==> config.mk <==
export PLATFORM = sky130hd
export DESIGN_NAME = nbit_demux_router
export DESIGN_NICKNAME = d
export VERILOG_FILES = /design/src/rtl/nbit_demux_router.sv
export SDC_FILE = /design/constraint.sdc
export NUM_CORES = 1
export LEC_CHECK = 0
export CAP_MARGIN = 20
export CORE_MARGIN = 1.5
export CORE_UTILIZATION = 46
export CTS_CLUSTER_DIAMETER = 150
export DETAILED_ROUTE_END_ITERATION = 8
export PLACE_DENSITY = 0.73
export SETUP_SLACK_MARGIN = 0.1
export SLEW_MARGIN = 0
export SYNTH_ARGS = -nofsm -noshare
export SYNTH_HDL_FRONTEND = slang
export SYNTH_SLANG_ARGS = --single-unit
==> constraint.sdc <==
create_clock -name clk -period 1.6 [get_ports clk]
set_input_delay 0.32 -clock clk [delete_from_list [all_inputs] [get_ports clk]]
set_output_delay 0.32 -clock clk [all_outputs]
set_load 0.01 [all_outputs]
==> src/rtl/nbit_demux_router.sv <==
// nbit_demux_router: 1-to-CH registered demux feeding a 2-deep buffer per channel.
// Optional DEMUX_BROADCAST_EN adds in_bcast to push one word into every channel.
module nbit_demux_router #(
  parameter int N = 32,
  parameter int CH = 4,
  localparam int SELW = $clog2(CH)
) (
  input  logic            clk,
  input  logic            rst_n,
  input  logic [N-1:0]    in_data,
  input  logic [SELW-1:0] in_sel,
  input  logic            in_valid,
`ifdef DEMUX_BROADCAST_EN
  input  logic            in_bcast,
`endif
  output logic            in_ready,
  output logic [CH*N-1:0] out_data,
  output logic [CH-1:0]   out_valid,
  input  logic [CH-1:0]   out_ready,
  output logic            err_sel
);
  logic bcast;
  logic sel_ok;
  logic acc;
  logic [CH-1:0] full;
`ifdef DEMUX_BROADCAST_EN
  assign bcast = in_bcast;
`else
  assign bcast = 1'b0;
`endif
  assign sel_ok = 32'(in_sel) < CH;
  // ready comes only from registered counts, never from out_ready
  assign in_ready = bcast ? ~|full : (!sel_ok || !full[in_sel]);
  assign acc = in_valid & in_ready;
  always_ff @(posedge clk or negedge rst_n)
    if (!rst_n) err_sel <= 1'b0;
    else if (acc && !bcast && !sel_ok) err_sel <= 1'b1;
  for (genvar k = 0; k < CH; k++) begin : g_ch
    logic [1:0] cnt;
    logic [N-1:0] head, tail;
    logic push, pop;
    assign push = acc & (bcast | (sel_ok & (in_sel == SELW'(k))));
    assign pop = out_valid[k] & out_ready[k];
    assign full[k] = cnt == 2'd2;
    assign out_valid[k] = cnt != 2'd0;
    assign out_data[k*N +: N] = head;
    always_ff @(posedge clk or negedge rst_n)
      if (!rst_n) begin
        cnt <= 2'd0;
        head <= '0;
        tail <= '0;
      end else if (push && (cnt == 2'd0 || pop)) begin
        head <= in_data;
        cnt <= 2'd1;
      end else if (push) begin
        tail <= in_data;
        cnt <= 2'd2;
      end else if (pop && cnt == 2'd2) begin
        head <= tail;
        cnt <= 2'd1;
      end else if (pop) begin
        cnt <= 2'd0;
      end
  end
endmodule

==> results.cfg, run 1 <==
[status]
run_status = finished with violations
violations_in_the_final_reports = setup timing

[placement]
numPlacedInstances = 1264
place.port_buffers = 173
gp_congestion = 0.759
placed_cell_area_um2 = 14300
dp_slack_ns = -0.640
dp.final_hpwl_mm = 17.3

[sta]
setup_repair_after_global_routing_missed_its_margin = true
finalClockSkew_ns = 0.0156
post-route-min-period_ns = 2.04
maxSlewViolCount = 0
fin_tns_setup_ns = -28.30
min_period_over_period = 1.28
fin_ws_ns = -0.444
setup_viol = 134
max_clock_freq_ghz = 0.489
fin_worst_hold_slack_ns = 0.209
final-hold-violation-count = 0

[global_route]
antenna_found_initial = 0
grtUsageTotal = 0.233
number_of_global_route_vias_before_repair = 7743
grt_max_degree = 60
grt_first_pass_wirelength_mm = 46.6
gr-total-overflow = 0

[setup_path]
reg2reg_setup_slack_ns = -0.37
worstRegToRegCells = 7
timing.rr.end = g_ch[2].head[29]
cp_data_required_time_ns = 1.28
maximum_fanout_along_the_worst_path = 2
worst_setup_path_category = reg -> out
r2r_start = g_ch[2].cnt[1]
cp-end-kind = primary output
start_kind = flip-flop
critPathArrivalTime_ns = 1.72

[floorplanning]
start_util = 0.465
floorplan.rows = 58
die_w_um = 162
coreArea_um2 = 25000
pin_count = 175
design.die.area_um2 = 26300
die_y_um = 162

[pwr]
maximum_resistive_drop_on_vdd_v = 0.000806
pleak_nw = 8.62
post-layout-total-power_mw = 21.3
pwr_density_cell_nw_per_um2 = 1260

[final_layout]
ant_diodes = 0
layout.cell_area.non_filler_um2 = 16900
final_util = 0.676
layoutNonFillerInstCount = 1399
final_net_count = 1090
layout-area-overhead-vs-synth_pct = 45.4
drive_above_1_share = 0.659

[detailed_routing]
detailroute.via_count = 7592
route.detailed.vias_per_inst = 5.43
postRouteAntennaNets = 0
drt-initial-drc-count = 425
detail_route.first_pass.iterations = 4
drt-wirelength-per-cell_um = 23.9
wirelength_mm = 33.5
drc = 0

[cts]
cts_root_buffer = sky130_fd_sc_hd__clkbuf_16
clock_latency_ns = 0.53
clock-sinks = 264
ctsLongestPathBuffers = 3
h-tree-depth = 1
cts_tree = built
clkTransAtPathRegs_ns = 0.06
cts_inserted_buffers = 28

[hold_path]
hold_depth = 3
worstHoldPathType = in -> reg
whs_endpoint = g_ch[3].cnt[1]
worst_hold_startpoint = out_ready[3]

[logic_synthesis]
synth_cells = 743
ys_warn_count = 0
ys_types = 25
ys_ff_latch = 264
sequential_element_share_of_the_synthesized_area = 0.567
syn_area_um2 = 11600
average_cell_area_after_synthesis_um2 = 15.7
post_syn_nets = 784

[run]
drv_cap = 0
-- final cells by class --
cell class	count	area, um2
clock inverters	10	103
multi-input cells	434	5670
repair buffers	315	3320
clock buffers	40	797
fillers	1739	8110
well taps	330	413
inverters	6	22.5
flip-flops and latches	264	6610
-- layer usage --
metal / track usage / part of all wire / up-vias
met5: 0 / 0 / -
met4: 0.0575 / 0.023 / 0
met3: 0.0403 / 0.053 / 45
met2: 0.362 / 0.46 / 219
met1: 0.341 / 0.46 / 4021
li1: - / - / 3307
-- state kept, by name, summed over array words and instances, names as in the netlist --
register / cells
g_ch.tail: 128
g_ch.cnt: 8
g_ch.head: 128
-- power by group --
part | leakage [nW] | switching (mW) | internal (mW)
Sequential | 3.30 | 0.976 | 8.24
Clock | 0.444 | 2.59 | 3.77
Combinational | 4.87 | 2.05 | 3.64
Total | 8.62 | 5.62 | 15.6
-- cell usage after synthesis --
library cell / number / area share
sky130_fd_sc_hd__o311ai_0: 1 / 0.00075
sky130_fd_sc_hd__nand3_1: 4 / 0.0017
sky130_fd_sc_hd__buf_2: 17 / 0.0073
sky130_fd_sc_hd__and3_1: 1 / 0.00054
sky130_fd_sc_hd__buf_6: 7 / 0.0068
sky130_fd_sc_hd__mux2_1: 12 / 0.012
sky130_fd_sc_hd__a21oi_1: 4 / 0.0017
sky130_fd_sc_hd__nor3b_2: 3 / 0.0032
sky130_fd_sc_hd__and3b_1: 2 / 0.0015
sky130_fd_sc_hd__nor3b_4: 1 / 0.0016
sky130_fd_sc_hd__dfrtp_1: 264 / 0.57
sky130_fd_sc_hd__o2111ai_2: 4 / 0.0052
sky130_fd_sc_hd__nand2b_1: 4 / 0.0021
sky130_fd_sc_hd__and2b_1: 1 / 0.00064
sky130_fd_sc_hd__conb_1: 1 / 0.00032
sky130_fd_sc_hd__mux4_2: 1 / 0.0019
sky130_fd_sc_hd__and2_1: 1 / 0.00054
sky130_fd_sc_hd__mux2_2: 372 / 0.36
sky130_fd_sc_hd__nand3b_4: 2 / 0.0034
sky130_fd_sc_hd__o21ai_0: 4 / 0.0017
sky130_fd_sc_hd__buf_4: 15 / 0.0097
sky130_fd_sc_hd__nor2_1: 8 / 0.0026
sky130_fd_sc_hd__nand3b_1: 5 / 0.0032
sky130_fd_sc_hd__inv_1: 6 / 0.0019
sky130_fd_sc_hd__nand3b_2: 3 / 0.0029
-- cell families (layout without fill, tap and decap cells) --
logic type,Yosys count,in the layout,share of synthesized area
compound gates,13,13,0.00935
simple gates,35,35,0.0241
flops,264,264,0.567
mux,385,385,0.373
buf+inv,45,371,0.0257
other cells,1,1,0.000322
-- repair_timing --
action | 4_1_cts | 5_1_grt
pin swaps | 3 | 5
cloned | 16 | 12
hold endpoints to repair | 76 | 0
endpoints found under the setup margin | 389 | 286
resized for setup | 500 | 244
hold buffers | 1 | 0
setup buffers | 36 | 28
-- placed cells by master, fill, tap and decap left out, types with 6 or more instances in the layout --
cell and n:
sky130_fd_sc_hd__clkdlybuf4s50_1 35, sky130_fd_sc_hd__buf_8 7, sky130_fd_sc_hd__mux2_1 6, sky130_fd_sc_hd__mux2_4 209
sky130_fd_sc_hd__buf_4 39, sky130_fd_sc_hd__buf_12 37, sky130_fd_sc_hd__clkdlybuf4s15_1 15, sky130_fd_sc_hd__clkbuf_2 71
sky130_fd_sc_hd__buf_2 42, sky130_fd_sc_hd__buf_16 12, sky130_fd_sc_hd__clkbuf_1 8, sky130_fd_sc_hd__clkbuf_16 40
sky130_fd_sc_hd__dfrtp_1 264, sky130_fd_sc_hd__mux2_2 169, sky130_fd_sc_hd__buf_6 40, sky130_fd_sc_hd__clkinv_2 7
-- worst max-delay path by stage --
stage | startpoint | endpoint | slack, ns | cells past startpoint
6_report | g_ch[2].cnt[0] | in_ready | -0.44 | 3
3_3_place_gp | in_sel[0] | g_ch[2].tail[20] | -0.58 | 6
5_1_grt | g_ch[2].cnt[0] | in_ready | -0.48 | 3
4_1_cts | g_ch[0].cnt[0] | in_ready | -0.42 | 3
2_1_floorplan | in_sel[1] | g_ch[1].tail[10] | 0.03 | 5
3_5_place_dp | in_sel[0] | g_ch[3].tail[22] | -0.64 | 6
-- worst max-delay path, cell delays in order, from the launching register on --
cell                       delay (ns)
sky130_fd_sc_hd__dfrtp_1         0.39
sky130_fd_sc_hd__nand2b_4        0.17
sky130_fd_sc_hd__mux4_2          0.49
sky130_fd_sc_hd__buf_6           0.14
Note: power is estimated with default switching activity, not from simulation.
==> run 2: changes to the inputs <==
--- a/config.mk
+++ b/config.mk
@@ -12,6 +12,7 @@
 export DETAILED_ROUTE_END_ITERATION = 8
 export PLACE_DENSITY = 0.73
 export SETUP_SLACK_MARGIN = 0.1
+export SKIP_LAST_GASP = 1
 export SLEW_MARGIN = 0
 export SYNTH_ARGS = -nofsm -noshare
 export SYNTH_HDL_FRONTEND = slang
==> results.cfg, run 2 (same netlist as run 1, synthesis figures left out) <==
[floorplanning]
die_w_um = 162
coreArea_um2 = 25000
start_util = 0.465
die_y_um = 162
pin_count = 175
floorplan.rows = 58
design.die.area_um2 = 26300

[detailed_routing]
drc = 0
detailroute.via_count = 7671
detail_route.first_pass.iterations = 4
wirelength_mm = 34.7
drt-initial-drc-count = 432
drt-wirelength-per-cell_um = 24.7
route.detailed.vias_per_inst = 5.47
postRouteAntennaNets = 0

[hold_path]
worst_hold_startpoint = out_ready[3]
hold_depth = 3
whs_endpoint = g_ch[3].cnt[1]
worstHoldPathType = in -> reg

[pwr]
switchingPower_mw = 5.64
maximum_resistive_drop_on_vdd_v = 0.000806
pleak_nw = 8.47
cell_internal_pwr_mw = 15.5
power_frac_comb = 0.262
power.share.clock = 0.302
pwr_density_cell_nw_per_um2 = 1260
post-layout-total-power_mw = 21.1
seq_power_share = 0.437
sw_frac_of_total = 0.267

[setup_path]
maximum_fanout_along_the_worst_path = 2
critical_path.slowest_cell = sky130_fd_sc_hd__mux4_2
start_kind = flip-flop
worstPathCellList = nand2b_4 -> mux4_2 -> buf_6
cp_data_required_time_ns = 1.28
cp_slowest_stage_delay_ns = 0.48
worstRegToRegCells = 8
critPathArrivalTime_ns = 1.72
startpoint = g_ch[0].cnt[0]
r2r_start = g_ch[2].cnt[1]
cp-end-kind = primary output
timing.rr.end = g_ch[2].head[25]
worst_setup_path_category = reg -> out
reg2reg_setup_slack_ns = -0.37

[global_route]
gr-total-overflow = 0
grtUsageTotal = 0.230
grt_max_degree = 60
grt_first_pass_wirelength_mm = 46.0
antenna_found_initial = 0
number_of_global_route_vias_before_repair = 7643

[sta]
max_clock_freq_ghz = 0.489
fin_worst_hold_slack_ns = 0.234
maxSlewViolCount = 0
setup_repair_after_global_routing_missed_its_margin = true
min_period_over_period = 1.28
finalClockSkew_ns = 0.0147
fin_ws_ns = -0.445
setup_viol = 145
final-hold-violation-count = 0
post-route-min-period_ns = 2.04
fin_tns_setup_ns = -27.08

[cts]
clkTransAtPathRegs_ns = 0.06
cts_tree = built
h-tree-depth = 1
clock-sinks = 264
cts_inserted_buffers = 28
clock_latency_ns = 0.54
cts_root_buffer = sky130_fd_sc_hd__clkbuf_16
ctsLongestPathBuffers = 3

[final_layout]
drive_above_1_share = 0.653
final_net_count = 1094
mostFrequentLayoutCells = 264 x sky130_fd_sc_hd__dfrtp_1, 222 x sky130_fd_sc_hd__mux2_2, 155 x sky130_fd_sc_hd__mux2_4, 65 x sky130_fd_sc_hd__clkbuf_2
ant_diodes = 0
multi_input_area_um2 = 5460
layout.filler_cells = 1750
layout_top_registers = g_ch.head (128), g_ch.tail (128), g_ch.cnt (8)
layout-area-overhead-vs-synth_pct = 44.5
layout_commonest_cell = sky130_fd_sc_hd__dfrtp_1
regArea_um2 = 6610

[placement]
dp_slack_ns = -0.640
gp_congestion = 0.759
place.port_buffers = 173
dp.final_hpwl_mm = 17.3

[status]
run_status = finished with violations
violations_in_the_final_reports = setup timing

[run]
drv_cap = 0
[run 2: cell types whose count changed in the layout (fill, tap and decap cells not counted), moves of 2 or more]
cell	change
sky130_fd_sc_hd__clkbuf_16	+3
sky130_fd_sc_hd__clkdlybuf4s15_1	+6
sky130_fd_sc_hd__mux2_4	-54
sky130_fd_sc_hd__clkbuf_2	-6
sky130_fd_sc_hd__buf_4	+4
sky130_fd_sc_hd__mux2_2	+53
sky130_fd_sc_hd__buf_12	-2
[run 2: timing repair]
item / 4_1_cts / 5_1_grt
gates cloned: 16 / 15
setup endpoints to repair: 389 / 289
endpoints found under the hold margin: 76 / 0
resized for setup: 430 / 252
pin swaps: 3 / 6
buffers inserted: 36 / 30
hold buffers: 1 / 0
[run 2: worst max-delay path by stage]
| stage | endpoint | slack, ns | depth (start not counted) |
|---|---|---|---|
| after floorplan | g_ch[1].tail[10] | 0.03 | 5 |
| after global placement | g_ch[2].tail[20] | -0.58 | 6 |
| after detailed placement | g_ch[3].tail[22] | -0.64 | 6 |
| after CTS | in_ready | -0.42 | 3 |
| after global routing | in_ready | -0.47 | 3 |
| final | in_ready | -0.44 | 3 |
[run 2: power by group through the flow]
stage | clock [mW] | sequential [mW] | combinational (mW)
after floorplan | 0 | 9.36 | 2.24
after detailed placement | 0 | 9.24 | 5.13
after CTS | 6.45 | 9.14 | 5.06
after global routing | 6.77 | 9.39 | 5.91
final | 6.37 | 9.23 | 5.53
after global placement | 0 | 9.21 | 5.00
[run 2: layer usage]
metal | vias up | GRT usage | part of all wire
met3 | 58 | 0.0380 | 0.049
met1 | 4064 | 0.338 | 0.46
met2 | 230 | 0.361 | 0.46
met4 | 0 | 0.0480 | 0.025
li1 | 3319 | - | -
met5 | - | 0 | 0
[run 2: worst max-delay path, delay by kind of cell, from the launching register on]
| family | cells | cell delay, ns |
|---|---|---|
| mux | 1 | 0.48 |
| flops | 1 | 0.39 |
| simple gates | 1 | 0.18 |
| buf+inv | 1 | 0.14 |
[run 2: area by class of cell]
cell class                 instances  area share
sequential                       264       0.393
multi-input combinational        434       0.325
clock buffer                      40      0.0474
tap                              330      0.0245
clock inverter                    10     0.00610
timing repair buffer             319       0.203
inverter                           6     0.00134
[run 2: through the flow]
step | cell area, um2 | cells | util
after floorplan | 11700 | 743 | -
after global placement | 14300 | 1264 | 0.572
after detailed placement | 14300 | 1264 | 0.572
after CTS | 16200 | 1365 | 0.646
after global routing | 16800 | 1403 | 0.672
final | 16800 | 1403 | 0.672
